### config.mk
export PLATFORM = sky130hd
export DESIGN_NAME = prog_loader
export DESIGN_NICKNAME = d
export VERILOG_FILES = /design/src/rtl/loader_pkg.sv /design/src/rtl/prog_loader.sv
export SDC_FILE = /design/constraint.sdc
export NUM_CORES = 1
export LEC_CHECK = 0
export BUFFER_PORTS_ARGS = -buffer_cell sky130_fd_sc_hd__buf_4
export CORE_UTILIZATION = 40
export CTS_CLUSTER_DIAMETER = 40
export CTS_CLUSTER_SIZE = 40
export DETAILED_ROUTE_END_ITERATION = 12
export PLACE_DENSITY = 0.69
export SLEW_MARGIN = 20
export SYNTH_ARGS = -nofsm -noshare
export SYNTH_HDL_FRONTEND = slang
export SYNTH_SLANG_ARGS = --single-unit
### constraint.sdc
create_clock -name clk -period 2.03 [get_ports clk]
set_input_delay 0.1015 -clock clk [delete_from_list [all_inputs] [get_ports clk]]
set_output_delay 0.1015 -clock clk [all_outputs]
set_load 0.02 [all_outputs]
### src/rtl/loader_pkg.sv
`default_nettype none
// ============================================================================
//  Module   : loader_pkg
//  Purpose  : Shared definitions for the program loader: the state-register
//             width and the LEN/LOAD/CSUM/RUN/ERR state encodings.
//  Ports    : none (package)
//  Revision : 1.0 - initial release
// ============================================================================
package loader_pkg;

  localparam int STATE_W = 3;

  localparam logic [STATE_W-1:0] LEN  = 3'd0;  // waiting for the length byte
  localparam logic [STATE_W-1:0] LOAD = 3'd1;  // writing data bytes to memory
  localparam logic [STATE_W-1:0] CSUM = 3'd2;  // waiting for the checksum byte
  localparam logic [STATE_W-1:0] RUN  = 3'd3;  // processor owns the memory bus
  localparam logic [STATE_W-1:0] ERR  = 3'd4;  // checksum mismatch, held

endpackage : loader_pkg
`default_nettype wire

### src/rtl/prog_loader.sv
`default_nettype none
// ============================================================================
//  Module   : prog_loader
//  Purpose  : Boot loader. It accepts a byte stream (length N, then N data
//             bytes, then optionally a checksum byte) and writes the data
//             bytes to memory at addresses 0..N-1 while holding the processor
//             in reset. It then releases the processor and hands it the memory
//             bus. A length of 0 means 2^WIDTH bytes.
//  Config   : `define LOADER_CHECKSUM_EN adds a trailing checksum byte. It is
//             the modulo-2^WIDTH sum of the data bytes. A mismatch parks the
//             loader in ERR.
//  Ports    : clk, rst                    - clock, synchronous active-high reset
//             in_valid, in_data, in_ready - loader byte stream (valid/ready)
//             cpu_memread, cpu_memwrite,
//             cpu_adr, cpu_writedata      - processor memory request
//             mem_read, mem_we,
//             mem_adr, mem_wdata          - memory port
//             cpu_rst                     - processor reset (high until RUN)
//             done, err                   - load complete / load failed
//  Revision : 1.0 - initial release
// ============================================================================
module prog_loader #(
  parameter int WIDTH = 8
) (
  input  logic             clk,
  input  logic             rst,
  input  logic             in_valid,
  input  logic [WIDTH-1:0] in_data,
  output logic             in_ready,
  input  logic             cpu_memread,
  input  logic             cpu_memwrite,
  input  logic [WIDTH-1:0] cpu_adr,
  input  logic [WIDTH-1:0] cpu_writedata,
  output logic             mem_read,
  output logic             mem_we,
  output logic [WIDTH-1:0] mem_adr,
  output logic [WIDTH-1:0] mem_wdata,
  output logic             cpu_rst,
  output logic             done,
  output logic             err
);
  import loader_pkg::*;

  localparam logic [WIDTH-1:0] c_one = WIDTH'(1);

  logic [STATE_W-1:0] r_state;
  logic [WIDTH-1:0]   r_len;
  logic [WIDTH-1:0]   r_count;
  logic               w_accept;
  logic               w_last;
`ifdef LOADER_CHECKSUM_EN
  logic [WIDTH-1:0]   r_csum;
`endif

  assign in_ready = (r_state == LEN) || (r_state == LOAD) || (r_state == CSUM);

  // Reset overrides a byte presented on the same edge. Nothing is accepted
  // and nothing is written.
  assign w_accept = in_valid & in_ready & ~rst;

  // The final byte is the one at index N-1. N=0 wraps to all-ones, so it
  // selects the 2^WIDTH-byte transfer without a separate case.
  assign w_last = (r_count == (r_len - c_one));

  always_ff @(posedge clk) begin
    if (rst) begin
      r_state <= LEN;
      r_len   <= '0;
      r_count <= '0;
`ifdef LOADER_CHECKSUM_EN
      r_csum  <= '0;
`endif
    end else begin
      case (r_state)
        LEN: begin
          if (w_accept) begin
            r_len   <= in_data;
            r_count <= '0;
`ifdef LOADER_CHECKSUM_EN
            r_csum  <= '0;
`endif
            r_state <= LOAD;
          end
        end
        LOAD: begin
          if (w_accept) begin
            r_count <= r_count + c_one;
`ifdef LOADER_CHECKSUM_EN
            r_csum  <= r_csum + in_data;
            if (w_last) r_state <= CSUM;
`else
            if (w_last) r_state <= RUN;
`endif
          end
        end
`ifdef LOADER_CHECKSUM_EN
        CSUM: begin
          if (w_accept) r_state <= (in_data == r_csum) ? RUN : ERR;
        end
`endif
        default: ;  // RUN and ERR are left only through rst
      endcase
    end
  end

  // Memory bus mux. The loader drives writes during LOAD. The processor drives
  // the bus with zero latency in RUN. Everything else is idle.
  always_comb begin
    mem_read  = 1'b0;
    mem_we    = 1'b0;
    mem_adr   = '0;
    mem_wdata = '0;
    if (r_state == LOAD) begin
      if (w_accept) begin
        mem_we    = 1'b1;
        mem_adr   = r_count;
        mem_wdata = in_data;
      end
    end else if ((r_state == RUN) && !rst) begin
      mem_read  = cpu_memread;
      mem_we    = cpu_memwrite;
      mem_adr   = cpu_adr;
      mem_wdata = cpu_writedata;
    end
  end

  // Decoded from the state register only, so there is no combinational path
  // from any input.
  assign cpu_rst = (r_state != RUN);
  assign done    = (r_state == RUN);
`ifdef LOADER_CHECKSUM_EN
  assign err     = (r_state == ERR);
`else
  assign err     = 1'b0;
`endif

endmodule : prog_loader
`default_nettype wire

Yosys cells after proc, flatten, opt, wreduce, memory -nomap -nowiden:

Index checks and enable logic that the tools add are counted.

* flip-flop bits (word level): 19
* RAM bits: 0
* word-level logic and storage cells: 43
* output and inout port bits: 22
* memories: 0
* input port bits: 29
* latch bits: 0
* bits in read-only memories: 0

* multiplexer cells: 18
* multiply operators: 0
* bitwise gates (word level): 3
* reduce and logical (&&, ||, !) cells: 9
* shift-type cells: 0
* eq/ne operators: 8
* div/mod/pow operators: 0
* add/subtract/negate cells: 2
* magnitude comparators: 0

Operators by type and width (number)
* 2-to-1 mux 8 bit: 8
* one-hot mux 8 bit (2 select lines): 1
* 2-to-1 mux 3 bit: 3
* adder 8 x 1 -> 8 bit, second input constant: 1
* == test 8 bit: 1
* subtractor 8 x 1 -> 8 bit, second input constant: 1
* == test 3 x 2 -> 1 bit, second input constant: 2
* inequality test 2 bit, second input constant: 3
* one-hot mux 3 bit (2 select lines): 1
* 2-to-1 mux 1 bit: 5
* AND reduction 4 bit: 1
* == test 3 x 1 -> 1 bit, second input constant: 1
* zero test 3 bit: 1
* inequality test 3 x 2 -> 1 bit, second input constant: 1
* AND reduction 3 bit: 1
* AND 1 bit: 2
* logical OR 1 bit: 2
* AND reduction 2 bit: 1
* nonzero test 2 bit: 1
* logical AND 1 bit: 1
* zero test 1 bit: 1
* inverter 1 bit: 1

Logic depth before layout (Yosys ltp):

Gate-level depths: netlist of run 1.

* depth in word-level cells: 7
* depth in mapped cells: 7
* gate-level depth less buffers: 7

Least setup slack after synthesis of run 1:

Ideal clock, no wire load.

* kind: flip-flop to output port
* start: register r_state[1]
* end: output port mem_adr[0]
* buffers on the path: 1
* cell stages (with the launch flop): 5
* arrival: 1.518 ns
* data required time: 1.929 ns
* path slack: 0.410 ns
* cell sequence: dfxtp_1 nand2_1 nor2_1 clkbuf_1 a22o_1

* longest elaborated chain between the ends: 7
* elaborated cells between the ends (all ways): 12
* classes of those cells: eq/ne: 3; mux: 3; bitwise: 2; reduce/logical: 4

Ends and longest elaborated chain
* start, declared: line prog_loader.sv:46 `logic [STATE_W-1:0] r_state;`
* start signal, assigned: line prog_loader.sv:67 `r_state <= LEN;`
* start signal, assigned: line prog_loader.sv:82 `r_state <= LOAD;`
* start signal, assigned: line prog_loader.sv:92 `if (w_last) r_state <= RUN;`
* == test 3 x 1 -> 1 bit or zero test 3 bit (tied branches): line prog_loader.sv:55, prog_loader.sv:113
* logical OR 1 bit (2 in a row): line prog_loader.sv:55 `assign in_ready = (r_state == LEN) || (r_state == LOAD) || (r_state == CSUM);`
* AND 1 bit (2 in a row): line prog_loader.sv:59 `assign w_accept = in_valid & in_ready & ~rst;`
* 2-to-1 mux 8 bit: line prog_loader.sv:114 `if (w_accept) begin`
* 2-to-1 mux 8 bit *: line prog_loader.sv:113 `if (r_state == LOAD) begin`
* end, declared: line prog_loader.sv:36 `output logic [WIDTH-1:0] mem_adr,`

Mark *: on every way between the ends. The rest lies on a longest branch, timed or not.

Worst setup path in the final report of run 1:

* start: register r_state[1]
* end: output port mem_wdata[0]

* longest elaborated chain between the ends: 7
* elaborated cells between the ends (all ways): 12
* classes of those cells: eq/ne: 3; mux: 3; bitwise: 2; reduce/logical: 4

Ends and longest elaborated chain
* == test 3 x 1 -> 1 bit or zero test 3 bit (tied branches): line prog_loader.sv:55, prog_loader.sv:113
* logical OR 1 bit (2 in a row): line prog_loader.sv:55
* AND 1 bit (2 in a row): line prog_loader.sv:59
* 2-to-1 mux 8 bit: line prog_loader.sv:114
* 2-to-1 mux 8 bit *: line prog_loader.sv:113
* end, declared: line prog_loader.sv:37 `output logic [WIDTH-1:0] mem_wdata,`

Marked as above.

==> results.md, run 1 <==
* Status: finished clean
* Deepest clock path buffer count at 2
* Max Fclk at 0.531 GHz
* DRC Markers at 0
* Worst-path maximum fanout at 18
* Most frequent cells in the layout: buf_4 (51), nand2_1 (20), dfxtp_1 (18), a22o_1 (16)
* Synth Area in Compound Gates at 0.214
* Final Hold Viols at 0
* GRT overflow at 0
* Crit path kind: register to output port
* Main combinational cell family by area after synthesis: simple AND/OR/NAND/NOR gates
* I/O Buffers at 49
* Mux share of post-synthesis cell area at 0
* Commonest non-fill, non-tap cell in the layout: buf_4
* Pwr Density at 480 nW/um^2
* CP Data Arrival Time at 1.78 ns
* Pint at 559 uW
* Unique masters post-synth at 39
* Clock buffer count from CTS at 3
* #FFs+latches synth at 18
* Worst reg2reg path endpoint: r_state[1]
* Tmin final at 1.88 ns
* R2r startpoint: r_state[1]
* Via density at 5.41
* Final ANT Viol Nets at 0
* Root Driver: clkbuf_4
* Layout overhead on the synthesized area at 33.9%
* Min-delay src: in_data[6]
* CP Capture Type: output port
* Cell area after synthesis at 1180 sq um
* DRT Wirelength at 2940 um
* Core area at 2780 sq um
* H-Tree Depth at 1
* Post-Synth XOR/XNOR Area at 0.111
* Hold depth at 3
* FF-to-FF setup slack at 0.41 ns
* Total GRT Usage at 0.195
* Hold endpoint: r_len[6]
* Initial antenna violation count at 0
* Antenna Cells at 0
* Simple-Gate Fraction of Synth Area at 0.266
* Setup violators final at 0
* Fin nets at 223
* Routed via count at 1201
* Routability cong. at 0.919
* Hold Buf Count CTS at 0
* NetSw at 202 uW
* Clock Pin Slew Worst Setup and Hold Paths at 0.10 ns
* Crit start category: register
* Combinational Power Share at 0.215
* Post-synthesis sequential area ratio at 0.304
* Clock power share at 0.288
* Worst skew pair latency at 0.28 ns
* Pwr Total at 761 uW
* Tcrit/Tclk final at 0.928
* Part of the power in registers at 0.497
* TritonCTS clock tree: done
* Die Width at 56.4 um
* Max-capacitance violation count at 0
* Slew Viols, Final at 0
* P_leak at 0.683 nW
* First-pass GRT wire length at 5020 um
* YS warnings at 0
* Worst endpoint required time at 1.93 ns
* Initial Utilization at 0.426
* Clock Skew at 0.00104 ns
* Share of post-route cells with drive strength above 1 at 0.330
* Resize count post-CTS at 0
* Setup TNS at 0 ns
* Net Count, Synth at 176
* RSZ-0062 raised after global routing: no
* Sink Count at 18
* Reg2Reg Depth at 5
* Pre-antenna DRT Iters at 4
* 1st-iter DRT viols at 47
* DR WL/cell at 13.2 um
* Die Ht at 56.4 um
* Post-Synth Adder-Cell Area at 0.0211
* Vias in the first global route at 1182
* Max VDD drop at 0.354 mV
* Ports at 51
* Row Count at 19
* Largest net degree at the start of global routing at 20
* Mapped Cells at 145
* Die Footprint at 3180 sq um
* Sw frac at 0.266
* Tightest Hold Check Type: primary input to register
* Post-synthesis area per instance at 8.17 sq um
* DPL Wire Length at 2300 um
==> cell usage after synthesis <==
| library cell | instances | area share |
|---|---|---|
| nand2_1 | 20 | 0.063 |
| dfxtp_1 | 18 | 0.30 |
| a22o_1 | 16 | 0.12 |
| a21oi_1 | 11 | 0.046 |
| nor2_1 | 11 | 0.035 |
| xnor2_1 | 9 | 0.067 |
| xor2_1 | 6 | 0.044 |
| inv_1 | 5 | 0.016 |
| nand4_1 | 4 | 0.021 |
| buf_4 | 3 | 0.019 |
| nand2b_1 | 3 | 0.016 |
| nand3_1 | 3 | 0.013 |
| nor3_1 | 3 | 0.013 |
| buf_2 | 2 | 0.0084 |
| buf_6 | 2 | 0.019 |
| clkbuf_1 | 2 | 0.0063 |
| ha_1 | 2 | 0.021 |
| nand3b_1 | 2 | 0.013 |
| nor2_2 | 2 | 0.011 |
| nor4_1 | 2 | 0.011 |
| a21boi_0 | 1 | 0.0063 |
| a21o_1 | 1 | 0.0063 |
| a22oi_1 | 1 | 0.0063 |
| a31oi_1 | 1 | 0.0053 |
| and2_1 | 1 | 0.0053 |
| and3_1 | 1 | 0.0053 |
| clkbuf_8 | 1 | 0.012 |
| conb_1 | 1 | 0.0032 |
| nor2_4 | 1 | 0.0095 |
| nor3_2 | 1 | 0.0084 |
| nor3b_2 | 1 | 0.011 |
| o211ai_1 | 1 | 0.0063 |
| o21ai_0 | 1 | 0.0042 |
| o311ai_1 | 1 | 0.0074 |
| o32ai_1 | 1 | 0.0074 |
| or2_4 | 1 | 0.0074 |
| or3_4 | 1 | 0.0095 |
| or3b_1 | 1 | 0.0074 |
| or4b_1 | 1 | 0.0084 |
==> metal layers <==
layer  routed length (um)  share of wire  track usage
met1                 1240           0.42        0.237
met2                 1480           0.51        0.345
met3                  187          0.064       0.0346
met4                   30          0.010       0.0592
met5                    0              0            0
==> worst max-delay path, stage by stage (launching register included) <==
cell and delay [ns]:
dfxtp_1 0.36, or3b_1 0.52, nor2_4 0.18, buf_12 0.16, a22o_1 0.13, buf_4 0.14
==> power by group through the flow <==
| stage | logic (mW) | registers [mW] | clock network [mW] |
|---|---|---|---|
| 3_3_place_gp | 0.155 | 0.386 | 0 |
| 4_1_cts | 0.160 | 0.378 | 0.224 |
| 3_5_place_dp | 0.159 | 0.387 | 0 |
| 6_report | 0.163 | 0.378 | 0.219 |
| 2_1_floorplan | 0.103 | 0.381 | 0 |
| 5_1_grt | 0.178 | 0.380 | 0.244 |
==> cells by family after synthesis <==
kind of cell	count (synthesis)
AND/OR/NAND/NOR	59
flip-flops	18
XOR/XNOR	15
adder cells (fa/ha/maj)	2
other	1
AO/OA/AOI/OAI	35
buffers and inverters	15
==> repair_timing <==
action | in CTS | in global routing
endpoints found under the setup margin | 0 | 17
buffers inserted | 0 | 1
hold endpoints to repair | 0 | 0
==> worst max-delay path by stage <==
stage,end,cells after the start,slack (ns),startpoint
after detailed placement,r_state[1],4,0.32,r_state[1]
final,mem_wdata[0],5,0.15,r_state[1]
after global routing,mem_adr[1],5,0.07,r_state[1]
after floorplan,mem_adr[0],4,0.41,r_state[1]
after global placement,r_state[1],4,0.38,r_state[1]
after CTS,mem_wdata[7],4,0.01,r_state[1]
==> metrics by stage <==
step	std cells	hold WS (ns)	instance area (sq um)	utilization	setup WS, ns
2_1_floorplan	145	0.235	1180	-	0.410
3_3_place_gp	217	0.362	1530	0.550	0.376
3_5_place_dp	217	0.368	1530	0.550	0.321
4_1_cts	221	0.0567	1570	0.563	0.0129
5_1_grt	222	0.0562	1590	0.570	0.0705
6_report	222	0.0608	1590	0.570	0.146
==> registers in the layout, indices dropped and copies added, names as in the netlist <==
register	flops
r_count	8
r_len	8
r_state	2
==> cell type report <==
type                    instances  area [sq um]
fillers                       270          1190
repair buffers                 52           403
flip-flops and latches         18           360
well taps                      31          38.8
multi-input cells             112           729
clock buffers                   4          36.3
inverters                       5          18.8
No activity file was read; power rests on OpenSTA's default activity.
==> run 2, diff against run 1 <==
--- a/config.mk
+++ b/config.mk
@@ -6,11 +6,13 @@
 export NUM_CORES = 1
 export LEC_CHECK = 0
 export BUFFER_PORTS_ARGS = -buffer_cell sky130_fd_sc_hd__buf_4
-export CORE_UTILIZATION = 40
+export CELL_PAD_IN_SITES_DETAIL_PLACEMENT = 0
+export CELL_PAD_IN_SITES_GLOBAL_PLACEMENT = 1
+export CORE_UTILIZATION = 33
 export CTS_CLUSTER_DIAMETER = 40
 export CTS_CLUSTER_SIZE = 40
 export DETAILED_ROUTE_END_ITERATION = 12
-export PLACE_DENSITY = 0.69
+export PLACE_DENSITY_LB_ADDON = 0.1
 export SLEW_MARGIN = 20
 export SYNTH_ARGS = -nofsm -noshare
 export SYNTH_HDL_FRONTEND = slang
==> run 2 against run 1 <==
Effect of this change:
- hold slack worse by 0.0033 ns
- global-route usage decreased by 2.4 points
- cell area grew 0.71%
- fmax is 0.79% higher
- via count is 3.5% lower
- die area is 20% higher
- critical path depth is the same
==> results.md, run 2 (synthesis gave the netlist of run 1 again) <==
* Worst skew pair latency at 0.29 ns (was 0.28 ns)
* Final Hold Viols at 0 (unchanged)
* Combinational Power Share at 0.214 (was 0.215)
* Die Width at 61.9 um (was 56.4 um)
* Clock buffer count from CTS at 3 (unchanged)
* GRT overflow at 0 (unchanged)
* Registers with the most flip-flops: r_count (8), r_len (8), r_state (2) (unchanged)
* DR WL/cell at 13.1 um (was 13.2 um)
* Pwr Density at 476 nW/um^2 (was 480 nW/um^2)
* Hold Buf Count CTS at 0 (unchanged)
* Max VDD drop at 0.319 mV (was 0.354 mV)
* Antenna Cells at 0 (unchanged)
* DRT Wirelength at 3090 um (was 2940 um)
* Grt met3 use at 0.0311 (was 0.0346)
* Pint at 559 uW (about the same)
* Sink Count at 18 (unchanged)
* FILL cells at 347 (was 270)
* Tightest Hold Check Type: primary input to register (unchanged)
* Share of post-route cells with drive strength above 1 at 0.326 (was 0.330)
* Grt met2 use at 0.281 (was 0.345)
* P_leak at 0.677 nW (was 0.683 nW)
* TritonCTS clock tree: done (unchanged)
* CP startpoint: r_state[1] (unchanged)
* Worst endpoint required time at 1.93 ns (about the same)
* Die Ht at 61.9 um (was 56.4 um)
* Slew Viols, Final at 0 (unchanged)
* DPL Wire Length at 2410 um (was 2300 um)
* # placed instances at 231 (was 217)
* Worst reg2reg path endpoint: r_state[1] (unchanged)
* Non-Filler Instances at 236 (was 222)
* DRC Markers at 0 (unchanged)
* Initial Utilization at 0.350 (was 0.426)
* NetSw at 202 uW (about the same)
* Most frequent cells in the layout: buf_4 (50), nand2_1 (20), dfxtp_1 (18), a22o_1 (16) (was buf_4 (51), nand2_1 (20), dfxtp_1 (18), a22o_1 (16))
* Crit start category: register (unchanged)
* FF-to-FF setup slack at 0.40 ns (was 0.41 ns)
* Routed via count at 1159 (was 1201)
* Tcrit/Tclk final at 0.921 (was 0.928)
* Pre-antenna DRT Iters at 4 (unchanged)
* RSZ-0062 raised after global routing: no (unchanged)
* Seq. cell area at 360 sq um (unchanged)
* Reg2Reg Depth at 7 (was 5)
* Crit path kind: register to output port (unchanged)
* Root Driver: clkbuf_4 (unchanged)
* Sw frac at 0.266 (about the same)
* Max Fclk at 0.535 GHz (was 0.531 GHz)
* Fin nets at 222 (was 223)
* Most Crowded Layer GR: met2 (unchanged)
* First-pass GRT wire length at 4820 um (was 5020 um)
* Clock Pin Slew Worst Setup and Hold Paths at 0.10 ns (about the same)
* Deepest clock path buffer count at 2 (unchanged)
* Setup TNS at 0 ns (unchanged)
* Pwr Total at 761 uW (about the same)
* Initial antenna violation count at 0 (unchanged)
* Clock Skew at 0.00132 ns (was 0.00104 ns)
* Final Util at 0.471 (was 0.570)
* R2r startpoint: r_len[0] (was r_state[1])
* Core area at 3390 sq um (was 2780 sq um)
* Multi-input gate area at 729 sq um (unchanged)
* Critical Path End: mem_adr[1] (was mem_wdata[0])
* Largest net degree at the start of global routing at 20 (unchanged)
* Vias in the first global route at 1051 (was 1182)
* Max-capacitance violation count at 0 (unchanged)
* Final ANT Viol Nets at 0 (unchanged)
* Design area at 1600 sq um (was 1590 sq um)
* Ports at 51 (unchanged)
* CP Capture Type: output port (unchanged)
* Tmin final at 1.87 ns (was 1.88 ns)
* Setup violators final at 0 (unchanged)
* Layout overhead on the synthesized area at 34.8% (was 33.9%)
* Commonest non-fill, non-tap cell in the layout: buf_4 (unchanged)
* CP Data Arrival Time at 1.77 ns (was 1.78 ns)
* Worst-path maximum fanout at 18 (unchanged)
* Part of the power in registers at 0.498 (was 0.497)
* Total GRT Usage at 0.171 (was 0.195)
* Placed Area at 1540 sq um (was 1530 sq um)
* Routability cong. at 0.803 (was 0.919)
* 1st-iter DRT viols at 34 (was 47)
* Via density at 4.91 (was 5.41)
* Status: finished clean (unchanged)
* M1 GR Usage at 0.235 (was 0.237)
* Row Count at 21 (was 19)
* Clock power share at 0.289 (was 0.288)
* Die Footprint at 3830 sq um (was 3180 sq um)
* I/O Buffers at 49 (unchanged)
* H-Tree Depth at 1 (unchanged)
==> run 2: changes by cell type in the layout (fill, tap and decap cells not counted), sizes merged <==
cell,change
buf,-1
==> run 2: stage by stage <==
stage               setup WS, ns  hold WS, ns
floorplan                  0.410        0.235
global placement           0.378        0.363
detailed placement         0.335        0.371
CTS                       0.0105       0.0541
global route              0.0666       0.0459
finish                     0.161       0.0574
==> run 2: power groups by stage <==
| stage | sequential [mW] | clock [mW] | combinational (mW) |
|---|---|---|---|
| after floorplan | 0.381 | 0 | 0.103 |
| after global placement | 0.386 | 0 | 0.158 |
| after detailed placement | 0.387 | 0 | 0.159 |
| after CTS | 0.379 | 0.228 | 0.160 |
| after global routing | 0.381 | 0.248 | 0.179 |
| final | 0.379 | 0.220 | 0.163 |
==> run 2: layer usage <==
layer  up-vias  routed length (um)
met2        16                1570
met3         2                  83
met5         -                   0
met1       543                1420
met4         0                  19
li1        598                   -
==> run 2: timing repair <==
item,4_1_cts,5_1_grt
gates resized for setup,0,0
buffers inserted,0,1
endpoints found under the setup margin,0,16
==> run 2: worst min-delay path by stage <==
stage / from / to / slack, ns / cells after the start
finish: in_data[6] / r_len[6] / 0.06 / 3
global route: in_data[0] / r_len[0] / 0.05 / 3
CTS: in_data[7] / r_len[7] / 0.05 / 3
detailed placement: in_data[0] / r_len[0] / 0.37 / 3
global placement: in_data[4] / r_len[4] / 0.36 / 3
floorplan: in_data[0] / r_len[0] / 0.23 / 2
==> run 2: cell type report <==
cell class / count / share of cell area
repair buffers: 51 / 0.247
clock buffers: 4 / 0.0227
multi-input cells: 112 / 0.457
flip-flops and latches: 18 / 0.226
well taps: 46 / 0.0360
inverters: 5 / 0.0117
==> run 2: worst max-delay path, stage by stage (launching register included) <==
cell	delay (ns)
dfxtp_1	0.35
or3b_1	0.51
nor2_4	0.18
buf_12	0.16
a22o_1	0.13
buf_4	0.13
==> run 3, diff against run 2 <==
--- a/config.mk
+++ b/config.mk
@@ -8,7 +8,8 @@
 export BUFFER_PORTS_ARGS = -buffer_cell sky130_fd_sc_hd__buf_4
 export CELL_PAD_IN_SITES_DETAIL_PLACEMENT = 0
 export CELL_PAD_IN_SITES_GLOBAL_PLACEMENT = 1
-export CORE_UTILIZATION = 33
+export CORE_ASPECT_RATIO = 1.4
+export CORE_UTILIZATION = 30
 export CTS_CLUSTER_DIAMETER = 40
 export CTS_CLUSTER_SIZE = 40
 export DETAILED_ROUTE_END_ITERATION = 12
==> constraint.sdc (replaced) <==
create_clock -name clk -period 1.6 [get_ports clk]
set_input_delay 0.08 -clock clk [delete_from_list [all_inputs] [get_ports clk]]
set_output_delay 0.08 -clock clk [all_outputs]
set_load 0.02 [all_outputs]
==> run 3 against run 2 <==
Effect of this change:
- the run now ends with negative setup slack left
- sequential share of layout area decreased by 2.3 points
- clock power increased by 77%
- first-iteration DRC count decreased by 50%
- core utilization increased by 1.3 points
- global-route usage increased by 1.9 points
- total power increased by 45%
- largest power group unchanged
==> results.md, run 3 (synthesis gave the netlist of run 1 again) <==
* H-Tree Depth at 1 (unchanged)
* Crit start category: register (unchanged)
* DPL Wire Length at 2780 um (was 2410 um)
* Die Width at 55.1 um (was 61.9 um)
* Layout overhead on the synthesized area at 51.7% (was 34.8%)
* NetSw at 299 uW (was 202 uW)
* Via density at 5.19 (was 4.91)
* Worst skew pair latency at 0.26 ns (was 0.29 ns)
* Reg2Reg Depth at 5 (was 7)
* Pint at 808 uW (was 559 uW)
* TritonCTS clock tree: done (unchanged)
* Critical path's slowest cell: or3b_4 (was or3b_1)
* GRT overflow at 0 (unchanged)
* Part of the power in registers at 0.432 (was 0.498)
* Clock power share at 0.352 (was 0.289)
* Hold Buf Count CTS at 0 (unchanged)
* Die Footprint at 4210 sq um (was 3830 sq um)
* Worst endpoint required time at 1.52 ns (was 1.93 ns)
* Sink Count at 18 (unchanged)
* P_leak at 0.778 nW (was 0.677 nW)
* DRT Wirelength at 3830 um (was 3090 um)
* Setup violators final at 16 (was 0)
* Most frequent cells in the layout: buf_4 (48), nand2_1 (19), a22o_1 (16), buf_6 (16), dfxtp_1 (15) (was buf_4 (50), nand2_1 (20), dfxtp_1 (18), a22o_1 (16))
* Largest net degree at the start of global routing at 19 (was 20)
* FILL cells at 382 (was 347)
* CP Data Arrival Time at 1.58 ns (was 1.77 ns)
* Combinational Power Share at 0.216 (was 0.214)
* Sw frac at 0.270 (was 0.266)
* Hold endpoint: r_len[7] (was r_len[6])
* Clock Pin Slew Worst Setup and Hold Paths at 0.08 ns (was 0.10 ns)
* Family with the most delay on the worst path: simple AND/OR/NAND/NOR gates (unchanged)
* Pwr Total at 1.11 mW (was 761 uW)
* Root Driver: clkbuf_8 (was clkbuf_4)
* Initial Utilization at 0.320 (was 0.350)
* DRC Markers at 0 (unchanged)
* Status: finished, violations left (was finished clean)
* Failing checks: negative setup slack
* Deepest clock path buffer count at 2 (unchanged)
* Ports at 51 (unchanged)
* Worst path bufs/invs at 2 (unchanged)
* Hold depth at 3 (unchanged)
* FF-to-FF setup slack at 0.05 ns (was 0.40 ns)
* Max-capacitance violation count at 0 (unchanged)
* Routed via count at 1282 (was 1159)
* Setup TNS at -0.618 ns (was 0 ns)
* Total GRT Usage at 0.190 (was 0.171)
* Core area at 3710 sq um (was 3390 sq um)
* R2r startpoint: r_count[7] (was r_len[0])
* Final ANT Viol Nets at 0 (unchanged)
* DR WL/cell at 15.5 um (was 13.1 um)
* Worst reg2reg path endpoint: r_state[1] (unchanged)
* Commonest non-fill, non-tap cell in the layout: buf_4 (unchanged)
* Die Ht at 76.4 um (was 61.9 um)
* Row Count at 26 (was 21)
* Max VDD drop at 0.358 mV (was 0.319 mV)
* Setup WS pre-CTS at -0.0257 ns (was 0.335 ns)
* Share of post-route cells with drive strength above 1 at 0.420 (was 0.326)
* Slew Viols, Final at 0 (unchanged)
* Final Hold Viols at 0 (unchanged)
* I/O Buffers at 49 (unchanged)
* Clock Skew at 0.0116 ns (was 0.00132 ns)
* Crit path kind: register to output port (unchanged)
* Vias in the first global route at 1286 (was 1051)
* Worst-path maximum fanout at 8 (was 18)
* Initial antenna violation count at 0 (unchanged)
* Clock buffer count from CTS at 3 (unchanged)
* Routability cong. at 0.816 (was 0.803)
* Crit path cell chain: or3b_4 > nor2_4 > buf_6 > a22o_1 > buf_6 (was or3b_1 > nor2_4 > buf_12 > a22o_1 > buf_4)
* Antenna Cells at 0 (unchanged)
* Max Fclk at 0.603 GHz
* Fin nets at 237 (was 222)
* Tightest Hold Check Type: primary input to register (unchanged)
* Pwr Density at 616 nW/um^2 (was 476 nW/um^2)
* Min-delay src: in_data[7] (was in_data[6])
* Tmin final at 1.66 ns
* First-pass GRT wire length at 5870 um (was 4820 um)
* 1st-iter DRT viols at 17 (was 34)
* Tcrit/Tclk final at 1.04
* Pre-antenna DRT Iters at 4 (unchanged)
* Registers with the most flip-flops: r_count (8), r_len (8), r_state (2) (unchanged)
* Final setup margin at -0.0595 ns (was 0.161 ns)
* RSZ-0062 raised after global routing: yes (was no)
* CP Capture Type: output port (unchanged)
* Most frequent CP cell: buf_6
* CP max stage delay at 0.38 ns (was 0.51 ns)
-- run 3: cell type report --
class | count | area (sq um) | share of cell area
clock buffer | 4 | 55.1 | 0.0306
inverter | 5 | 18.8 | 0.0104
multi-input combinational | 112 | 757 | 0.421
sequential | 18 | 364 | 0.203
tap | 42 | 52.6 | 0.0292
timing repair buffer | 66 | 551 | 0.306
-- run 3: worst register-to-register path: cells and delay by family (launching register included) --
kind / cells / cell delay, ns
xor gates and xnor gates: 1 / 0.17
DFF: 1 / 0.35
AOI/OAI and AO/OA: 2 / 0.31
and+or+nand+nor: 2 / 0.63
-- run 3: how the worst max path moves through the flow --
stage                     from          to  slack (ns)  cells after the start
floorplan           r_state[1]  mem_adr[0]       0.002                      4
global placement    r_count[7]  r_state[1]      -0.003                      5
detailed placement  r_count[7]  r_state[1]       -0.03                      5
CTS                 r_state[1]  mem_adr[5]       -0.09                      5
global route        r_state[1]  mem_adr[4]       -0.12                      5
finish              r_state[1]  mem_adr[5]       -0.06                      5
-- run 3: timing repair --
item,in CTS,in global routing
setup endpoints to repair,18,19
cloned,1,2
hold endpoints to repair,0,0
pin swaps,5,6
setup buffers,2,0
gates resized for setup,17,10
-- run 3: through the flow --
step	hold WS (ns)	area [sq um]	util	std cells
floorplan	0.213	1180	-	145
global placement	0.348	1620	0.437	238
detailed placement	0.349	1620	0.437	238
CTS	0.0673	1760	0.474	245
global route	0.0815	1800	0.485	247
finish	0.0663	1800	0.485	247
-- run 3: power groups by stage --
stage | Combinational [mW] | Clock, mW | Sequential, mW
5_1_grt | 0.261 | 0.412 | 0.482
3_5_place_dp | 0.222 | 0 | 0.487
2_1_floorplan | 0.130 | 0 | 0.483
6_report | 0.239 | 0.390 | 0.478
4_1_cts | 0.237 | 0.396 | 0.477
3_3_place_gp | 0.219 | 0 | 0.487
-- run 3: layer usage --
| metal | vias up | track usage | routed length [um] | part of all wire |
|---|---|---|---|---|
| met3 | 6 | 0.0319 | 194 | 0.051 |
| li1 | 627 | - | - | - |
| met4 | 0 | 0.0625 | 57 | 0.015 |
| met1 | 596 | 0.200 | 1500 | 0.39 |
| met2 | 53 | 0.352 | 2080 | 0.54 |
| met5 | - | 0 | 0 | 0 |
